## config.mk

```make
export PLATFORM = sky130hd
export DESIGN_NAME = anc_sample_ingress
export DESIGN_NICKNAME = d
export VERILOG_FILES = /design/src/rtl/anc_pkg.sv /design/src/rtl/anc_sync_fifo.sv /design/src/rtl/anc_sample_ingress.sv
export SDC_FILE = /design/constraint.sdc
export NUM_CORES = 1
export LEC_CHECK = 0
export BUFFER_PORTS_ARGS = -buffer_cell sky130_fd_sc_hd__buf_2
export CORE_MARGIN = 2
export CORE_UTILIZATION = 30
export CTS_BUF_LIST = sky130_fd_sc_hd__clkbuf_8
export DETAILED_ROUTE_END_ITERATION = 6
export PLACE_DENSITY_LB_ADDON = 0.12
export RECOVER_POWER = 50
export SLEW_MARGIN = 20
export SYNTH_ARGS = -nofsm -noshare
export SYNTH_HDL_FRONTEND = slang
export SYNTH_SLANG_ARGS = --single-unit
export TNS_END_PERCENT = 1
```

## constraint.sdc

```tcl
create_clock -name clk -period 10.8 [get_ports clk]
set_clock_uncertainty 0.2 [all_clocks]
set_input_delay 1.62 -clock clk [delete_from_list [all_inputs] [get_ports clk]]
set_output_delay 1.62 -clock clk [all_outputs]
set_load 0.01 [all_outputs]
```

## src/rtl/anc_pkg.sv

```systemverilog
// anc_pkg: sample/step/overrun widths and the {e,x,a} tuple shared with anc_top.
package anc_pkg;
  localparam int SAMPLE_W = 16;
  localparam int MU_W = 16;
  localparam int OVR_W = 16;
  typedef struct packed {
    logic signed [SAMPLE_W-1:0] e;
    logic signed [SAMPLE_W-1:0] x;
    logic signed [SAMPLE_W-1:0] a;
  } anc_tuple_t;
endpackage

```

## src/rtl/anc_sync_fifo.sv

```systemverilog
// anc_sync_fifo: register FIFO with a registered show-ahead head and occupancy count.
module anc_sync_fifo #(
  parameter int DEPTH = 4,
  parameter int AW = 2,
  parameter int W = 48
) (
  input  logic         clk,
  input  logic         rst,
  input  logic         push,
  input  logic [W-1:0] din,
  input  logic         pop,
  output logic         valid,
  output logic [W-1:0] head,
  output logic [AW:0]  fill
);
  logic [W-1:0] mem [DEPTH];
  logic [AW-1:0] wp, rp, rp_n;
  logic [AW:0] fill_n;
  logic [W-1:0] head_n;
  // A push landing on the next read slot must be forwarded, memory is not yet written;
  // once empty the head holds so discarded entries never resurface.
  always_comb begin
    rp_n = rp + AW'(pop);
    fill_n = fill + (AW+1)'(push) - (AW+1)'(pop);
    head_n = (fill_n == '0) ? head : (push && wp == rp_n) ? din : mem[rp_n];
  end
  always_ff @(posedge clk) if (push) mem[wp] <= din;
  always_ff @(posedge clk) begin
    if (rst) begin
      wp <= '0;
      rp <= '0;
      fill <= '0;
      valid <= 1'b0;
      head <= '0;
    end else begin
      wp <= wp + AW'(push);
      rp <= rp_n;
      fill <= fill_n;
      valid <= fill_n != '0;
      head <= head_n;
    end
  end
endmodule

```

## src/rtl/anc_sample_ingress.sv

```systemverilog
// anc_sample_ingress: buffers ADC tuples for anc_top, owns the LMS step size and overrun stats.
module anc_sample_ingress
  import anc_pkg::*;
#(
  parameter int DEPTH = 4,
  parameter int AW = 2,
  parameter logic [MU_W-1:0] MU_RESET = 16'h0100
) (
  input  logic                clk,
  input  logic                rst,
  input  logic                adc_valid,
  input  logic [SAMPLE_W-1:0] adc_e,
  input  logic [SAMPLE_W-1:0] adc_x,
  input  logic [SAMPLE_W-1:0] adc_a,
  input  logic                mu_wr,
  input  logic [MU_W-1:0]     mu_wdata,
  input  logic                ovr_clr,
  output logic                anc_valid,
  input  logic                anc_ready,
  output logic [SAMPLE_W-1:0] anc_e,
  output logic [SAMPLE_W-1:0] anc_x,
  output logic [SAMPLE_W-1:0] anc_a,
  output logic [MU_W-1:0]     anc_u,
  output logic [AW:0]         fill,
  output logic                ovr_sticky,
  output logic [OVR_W-1:0]    ovr_count
);
  anc_tuple_t din, head;
  logic pop, full, push, drop;
  logic [MU_W-1:0] mu_shadow;
  assign din = '{e: adc_e, x: adc_x, a: adc_a};
  assign pop = anc_valid & anc_ready;
  assign full = fill == (AW+1)'(DEPTH);
  assign push = adc_valid & (~full | pop);
  assign drop = adc_valid & full & ~pop;
  assign anc_e = head.e;
  assign anc_x = head.x;
  assign anc_a = head.a;
  anc_sync_fifo #(.DEPTH(DEPTH), .AW(AW), .W($bits(anc_tuple_t))) u_fifo (
    .clk(clk),
    .rst(rst),
    .push(push),
    .din(din),
    .pop(pop),
    .valid(anc_valid),
    .head(head),
    .fill(fill)
  );
  // The step size only changes on a tuple boundary so one sample never sees two mu values.
  always_ff @(posedge clk) begin
    if (rst) begin
      mu_shadow <= MU_RESET;
      anc_u <= MU_RESET;
      ovr_sticky <= 1'b0;
      ovr_count <= '0;
    end else begin
      if (mu_wr) mu_shadow <= mu_wdata;
      if (pop) anc_u <= mu_shadow;
      ovr_sticky <= ovr_clr ? 1'b0 : ovr_sticky | drop;
      ovr_count <= ovr_clr ? '0 : (drop && ovr_count != '1) ? ovr_count + 1'b1 : ovr_count;
    end
  end
endmodule

```

==> run_results.csv, run 1 <==
group,metric,value,unit
sta,layout_min_cycle_time,5.77,ns
power,p_comb_share,25.8,%
sta,final-hold-violation-count,0,
place,hpwl,15.3,mm
global_route,antenna_found_initial,2,
global_route,grt_pass1_vias,6744,
sta,period_share,53.5,%
floorplanning,io_pins,155,
critical_path,crit_fanout,25,
hold_path,hold_class,"reg -> reg",
yosys,synth_edf_count,192,
yosys,netlist-cell-type-count,45,
sta,relSlewSlack,15.4,%
yosys,synth_area,11200,um2
finish,fin_area,13300,um2
critical_path,crit_top_cell,"inv_1",
clocking,ctsHoldBuffers,0,
finish,drive_gt1_share,20.2,%
place,dp.cells,1276,
power,pwr-share-seq,45.1,%
global_route,grt_max_degree,50,
drt,routed_wl,27.1,mm
sta,max_freq,173,MHz
critical_path,crit_slowest_cell,"a31oi_4",
floorplanning,coreArea,36700,um2
clocking,clkSlewWorstSetupHoldPaths,0.06,ns
critical_path,slowest_delay,0.76,ns
clocking,h-tree-depth,2,
sta,fin_tns_setup,0,ns
power,finalPower,3.22,mW
clocking,cts_root_buffer,"clkbuf_8",
floorplanning,fp.dieW,197,um
clocking,tritoncts,"built",
floorplanning,die-height,197,um
floorplanning,fp.dieArea,38900,um2
finish,num-fill-cells,3568,
power,p_leak,4.63,nW
drt,drt-wirelength-per-cell,19.8,um
sta,holdWs,0.256,ns
critical_path,crit_chain,"buf_2 > nand2_1 > inv_1 > o41ai_4 > inv_2 > ha_1 > inv_1 > fa_1 > nand2b_1 > o21ai_2 > a31oi_4 > buf_4 > a221o_1",
sta,worst_slew_pin_slew,1.27,ns
place,gp_congestion,0.761,
drt,drc,0,
power,pwr-share-clk,29.1,%
yosys,yosysSeqAreaShare,70.2,%
critical_path,cp.required,11.14,ns
place,dpl-instance-area,12500,um2
clocking,clock_latency,0.62,ns
finish,seqCellArea,7870,um2
critical_path,startpoint_type,"primary input",
finish,fin_nets,937,
drt,drtIter0Drc,289,
global_route,grt-ovfl-total,0,
power,vdd_drop_max,0.000112,V
power,power.switching,0.985,mW
finish,multiInputGateArea,3170,um2
finish,diodes,0,
critical_path,cp-end-kind,"flip-flop",
critical_path,worstSetupPathType,"in -> reg",
sta,setup_violations,0,
power,internal-power,2.23,mW
clocking,cts.path.max_buffers,3,
status,status,"finished clean",
job,max_cap_viol_count,0,
clocking,cts_buffers,51,
power,power_density,242,nW/um2
drt,first_pass_iters,6,
yosys,yosysWarnings,0,
place,portBuffers,154,
clocking,cts_resized,0,
yosys,synth_cells,682,
global_route,grt_usage,14.1,%
yosys,ys_ff_latch,297,
yosys,synthArstFlopShare,0,%
finish,area_growth,18.9,%
yosys,ys_dominant_reg_cell,"edfxtp_1",
floorplanning,start_util,30.5,%
yosys,syn_nets,758,
finish,final_cell_count_no_fill,1371,
sta,grt_setup_unrepaired,"false",
drt,vias_per_cell,4.81,
global_route,grt_pass1_wl,41.1,mm
drt,ant_nets,0,
sta,drv_slew,0,
critical_path,crit_arrival,6.11,ns
power,p_sw_share,30.6,%
floorplanning,rows,70,
critical_path,critical-path-top-delay-family,"compound AO/OA/AOI/OAI gates",
drt,vias,6590,
yosys,syn_avg_cell_area,16.4,um2
clocking,cts_setup_buffers,0,
critical_path,crit_buf_inv,5,
clocking,clkSinkCount,297,
-- placed cells by master (no fill, tap or decap), drive strengths merged, types with 2 or more instances in the layout --
cell type	n
edfxtp	192
clkbuf	167
dfxtp	105
buf	55
and2	51
mux4	48
a221o	48
nand2	43
inv	36
a21oi	29
nor2	22
mux2i	16
or4	11
clkinv	10
o31ai	9
nand3	8
o21ai	8
nand4	5
and3	5
ha	5
or3	4
nor2b	3
nor3	3
and4	2
xnor2	2
a31oi	2
-- sequential cells by signal, summed over array words and instances (netlist names) --
name / flops
anc_u: 16
u_fifo.fill: 3
u_fifo.mem: 192
u_fifo.rp: 2
u_fifo.wp: 2
mu_shadow: 16
u_fifo.head: 48
u_fifo.valid: 1
ovr_count: 16
ovr_sticky: 1
-- final timing paths --
check | startpoint | to | slack [ns] | cells after the start
min reg2reg | mu_shadow[15] | anc_u[15] | 0.26 | 2
min | mu_shadow[15] | anc_u[15] | 0.26 | 2
max | anc_ready | u_fifo.head[13] | 5.03 | 13
max reg2reg | u_fifo.valid | u_fifo.head[13] | 5.77 | 12
-- through the flow --
stage | utilization (%) | setup WS [ns]
after floorplan | - | 4.61
after global placement | 34.1 | 4.66
after detailed placement | 34.1 | 4.50
after CTS | 36.7 | 5.14
after global routing | 36.3 | 4.64
final | 36.3 | 5.03
-- Yosys cell counts, drive strengths merged, types with 2 or more instances --
master / number / area share [%]
a21oi: 29 / 1.3
a221o: 48 / 4.3
a31oi: 2 / 0.11
and2: 51 / 2.8
and3: 5 / 0.28
and4: 2 / 0.16
buf: 20 / 1.3
clkbuf: 19 / 0.64
dfxtp: 105 / 19
edfxtp: 192 / 51
ha: 5 / 0.56
inv: 9 / 0.30
mux2i: 16 / 1.4
mux4: 48 / 9.7
nand2: 43 / 1.4
nand3: 8 / 0.36
nand4: 5 / 0.28
nor2: 22 / 0.74
nor2b: 3 / 0.17
nor3: 3 / 0.22
o21ai: 8 / 0.39
o31ai: 9 / 0.60
or3: 4 / 0.22
or4: 11 / 0.74
xnor2: 2 / 0.16
-- layout make-up --
type,instances,share of cell area [%]
well taps,468,4.40
clock inverters,38,1.21
inverters,9,0.254
clock buffers,57,5.89
multi-input cells,337,23.8
flip-flops and latches,297,59.1
repair buffers,165,5.37
-- kinds of logic (layout without fill, tap and decap cells) --
family,after synthesis,count (layout),synth area share (%)
mux,64,64,11.1
fa+ha+maj,6,6,0.737
buf+inv,48,269,2.25
flops,297,297,70.2
compound gates,100,100,7.20
simple gates,162,162,7.85
xor+xnor,5,5,0.648
-- power groups by stage --
| stage | registers [mW] | clock network (mW) | logic, mW |
|---|---|---|---|
| after floorplan | 1.49 | 0 | 0.569 |
| after global placement | 1.48 | 0 | 0.869 |
| after detailed placement | 1.47 | 0 | 0.881 |
| after CTS | 1.45 | 0.977 | 0.882 |
| after global routing | 1.47 | 1.03 | 0.919 |
| final | 1.45 | 0.937 | 0.832 |
-- layer usage --
layer	global-route usage (%)	wire length, um	vias up
li1	-	-	3061
met1	18.6	12300	3310
met2	22.0	12500	165
met3	4.22	1700	50
met4	4.90	568	4
met5	0	24	-
-- worst reg2reg max path, stage by stage, from the launching register on --
cell	delay (ns)
dfxtp_1	0.33
nand2_1	0.58
inv_1	0.59
o41ai_4	0.61
inv_2	0.17
ha_1	0.22
inv_1	0.07
fa_1	0.42
nand2b_1	0.18
o21ai_2	0.14
a31oi_4	0.76
buf_4	0.48
a221o_1	0.21
(Power assumes the default switching activity.)
==> inputs of run 2 (changes only) <==
ABC_AREA = 1   (was unset)
clock period = 5.5 ns   (was 10.8 ns; I/O delays follow)
==> run 2 against run 1 <==
- flip-flop and latch count is the same
- combinational power grew to 2.8 times the previous value
- wire length grew 24%
- utilization shrank 0.27 points
- total power grew 120%
- non-clock buffer count grew 10
- synthesized cell count grew 89%
- largest cell class unchanged
- first-iteration DRC count grew 73%
- global-route usage grew 2.1 points
- final cell count grew 47%
- register-to-register slack lost 4.1 ns
==> run_results.csv, run 2 <==
group,metric,value,unit
yosys,synth_area_leader_cell,"edfxtp_1",
critical_path,crit_fanout,33,
place,gp_congestion,0.746,
clocking,cts_setup_buffers,0,
finish,fin_nets,1518,
status,status,"finished clean",
yosys,syn_nets,1362,
yosys,netlist-cell-type-count,31,
global_route,grt_max_degree,85,
drt,ant_nets,0,
sta,worst_slack,1.65,ns
floorplanning,io_pins,155,
hold_path,hold-path-endpoint,"mu_shadow[4]",
clocking,cts_resized,0,
critical_path,crit_buf_inv,5,
drt,vias_per_cell,4.52,
clocking,ctsHoldBuffers,0,
power,power_density,494,nW/um2
sta,setup_violations,0,
yosys,yosysSeqAreaShare,64.5,%
finish,layout_common_cells,"nand2_1 (464), edfxtp_1 (192), dfxtp_1 (105)",
sta,fin_tns_setup,0,ns
hold_path,holdCritStartpoint,"mu_wdata[4]",
drt,first_pass_iters,5,
floorplanning,fp.dieW,206,um
sta,final-hold-violation-count,0,
sta,max_freq,260,MHz
sta,worst_slew_pin_slew,1.03,ns
critical_path,r2r-end,"u_fifo.head[29]",
sta,grt_setup_unrepaired,"false",
floorplanning,coreArea,39900,um2
place,dp.cells,1913,
finish,final_common_cell,"nand2_1",
place,hpwl,18.6,mm
place,portBuffers,154,
global_route,grt_pass1_vias,9072,
clocking,cts_buffers,52,
finish,regMostFlops,"u_fifo.mem",
floorplanning,fp.dieArea,42300,um2
global_route,antenna_found_initial,1,
place,dpl-instance-area,13500,um2
drt,drt-wirelength-per-cell,16.8,um
global_route,grt_pass1_wl,52.3,mm
yosys,synth_area_leaders,"edfxtp_1 (47%), dfxtp_1 (17%), nand2_1 (14%)",
finish,diodes,0,
drt,routed_wl,33.7,mm
critical_path,crit_slowest_cell,"clkbuf_1",
clocking,cts.path.max_buffers,3,
critical_path,startpoint_type,"flip-flop",
yosys,synth_area,12200,um2
yosys,ys_ff_latch,297,
clocking,h-tree-depth,2,
critical_path,slowest_delay,0.59,ns
critical_path,critical-path-top-delay-family,"buffers and inverters",
yosys,synthArstFlopShare,0,%
global_route,grt-ovfl-total,0,
yosys,syn_avg_cell_area,9.48,um2
place,dpl_worst_slack,1.64,ns
yosys,synth_top_area_share,47.3,%
clocking,clkSinkCount,297,
critical_path,worstSetupPathType,"reg -> reg",
critical_path,cp-end-kind,"flip-flop",
finish,fin_area,14400,um2
sta,drv_slew,0,
yosys,ys_dominant_reg_cell,"edfxtp_1",
finish,final_util,36.0,%
global_route,grt_usage,16.2,%
yosys,yosysWarnings,0,
drt,vias,9083,
critical_path,crit_chain,"nand2_1 > clkbuf_1 > clkinv_1 > ha_1 > inv_1 > ha_1 > inv_1 > fa_1 > nand2_1 > nand3b_1 > nor2_4 > buf_12 > nand2_1 > nand2_1",
sta,period_share,70.0,%
yosys,synth_cells,1286,
sta,holdWs,0.221,ns
drt,drtIter0Drc,499,
finish,largest_reg_flops,192,
finish,num-fill-cells,4098,
sta,relSlewSlack,30.8,%
clocking,cts_root_buffer,"clkbuf_8",
power,p_leak,5.80,nW
yosys,synth_most_common_cell,"nand2_1",
power,finalPower,7.10,mW
critical_path,r2r_start,"u_fifo.valid",
yosys,netlist_top_cells_count,"nand2_1 (465), edfxtp_1 (192), dfxtp_1 (105)",
finish,area_growth,17.9,%
critical_path,worst_r2r_path_depth,14,
finish,reg.largest.list,"u_fifo.mem (192), u_fifo.head (48)",
finish,final_cell_count_no_fill,2009,
job,max_cap_viol_count,0,
hold_path,min_path_cells,3,
floorplanning,start_util,30.6,%
drt,drc,0,
power,vdd_drop_max,0.000203,V
sta,layout_min_cycle_time,3.85,ns
clocking,clock_latency,0.64,ns
yosys,synth_edf_count,192,
critical_path,crit_top_cell,"nand2_1",
floorplanning,rows,73,
hold_path,hold_class,"in -> reg",
floorplanning,die-height,206,um
clocking,clkSlewWorstSetupHoldPaths,0.06,ns
critical_path,cp.required,5.84,ns
critical_path,crit_arrival,4.19,ns
clocking,tritoncts,"built",
critical_path,ff2ff_setup_slack,1.65,ns
finish,drive_gt1_share,10.7,%
-- run 2: cell count changes after synthesis, moves of 11 or more --
cell | previous run | this run
nand2_1 | 43 | 465
clkbuf_1 | 19 | 34
buf_2 | 9 | 25
a221o_1 | 48 | 0
inv_1 | 7 | 76
nand4_1 | 5 | 51
mux2i_1 | 16 | 0
nand3_1 | 8 | 103
or4_1 | 11 | 0
mux4_2 | 48 | 0
a21oi_1 | 29 | 14
nor2_1 | 22 | 93
o21ai_0 | 5 | 83
and2_1 | 51 | 0
-- run 2: power by group --
part | total (mW) | switching [mW] | internal [mW]
combinational | 2.29 | 1.61 | 0.684
clock | 1.91 | 0.913 | 0.999
sequential | 2.90 | 0.146 | 2.75
total | 7.10 | 2.66 | 4.44
-- run 2: how the worst max path moves through the flow --
stage,startpoint,to,slack (ns),depth (start not counted)
after global routing,u_fifo.valid,u_fifo.head[34],1.37,15
final,u_fifo.valid,u_fifo.head[29],1.65,14
after floorplan,anc_ready,u_fifo.mem[2][0],0.29,4
after global placement,anc_ready,u_fifo.head[23],1.68,15
after detailed placement,anc_ready,u_fifo.head[24],1.64,15
after CTS,u_fifo.valid,u_fifo.head[29],2.17,14
-- run 2: routing by layer --
layer	up-vias	track usage, %	part of all wire [%]
met5	-	0	0.042
li1	4588	-	-
met4	2	4.47	1.6
met3	40	3.90	5.1
met1	4278	21.3	47
met2	175	26.5	46
-- run 2: final cells by class --
class,instances,area (um2),area share (%)
Multi-Input combinational cell,838,3720,25.8
Tap cell,525,657,4.57
Clock inverter,36,165,1.15
Clock buffer,60,826,5.74
Timing Repair Buffer,175,858,5.97
Inverter,78,293,2.04
Sequential cell,297,7870,54.7
-- run 2: worst reg2reg max path, cell delays in order, from the launching register on --
cell,delay (ns)
dfxtp_1,0.34
nand2_1,0.07
clkbuf_1,0.59
clkinv_1,0.32
ha_1,0.34
inv_1,0.05
ha_1,0.13
inv_1,0.05
fa_1,0.50
nand2_1,0.05
nand3b_1,0.25
nor2_4,0.44
buf_12,0.28
nand2_1,0.09
nand2_1,0.06
-- run 2: logic make-up after synthesis --
kind of cell	count (synthesis)	share of synthesized area (%)
buffers and inverters	151	5.33
DFF	297	64.5
and+or+nand+nor	725	24.8
adders and majority gates	6	0.677
AOI/OAI and AO/OA	100	4.12
xor gates and xnor gates	7	0.564
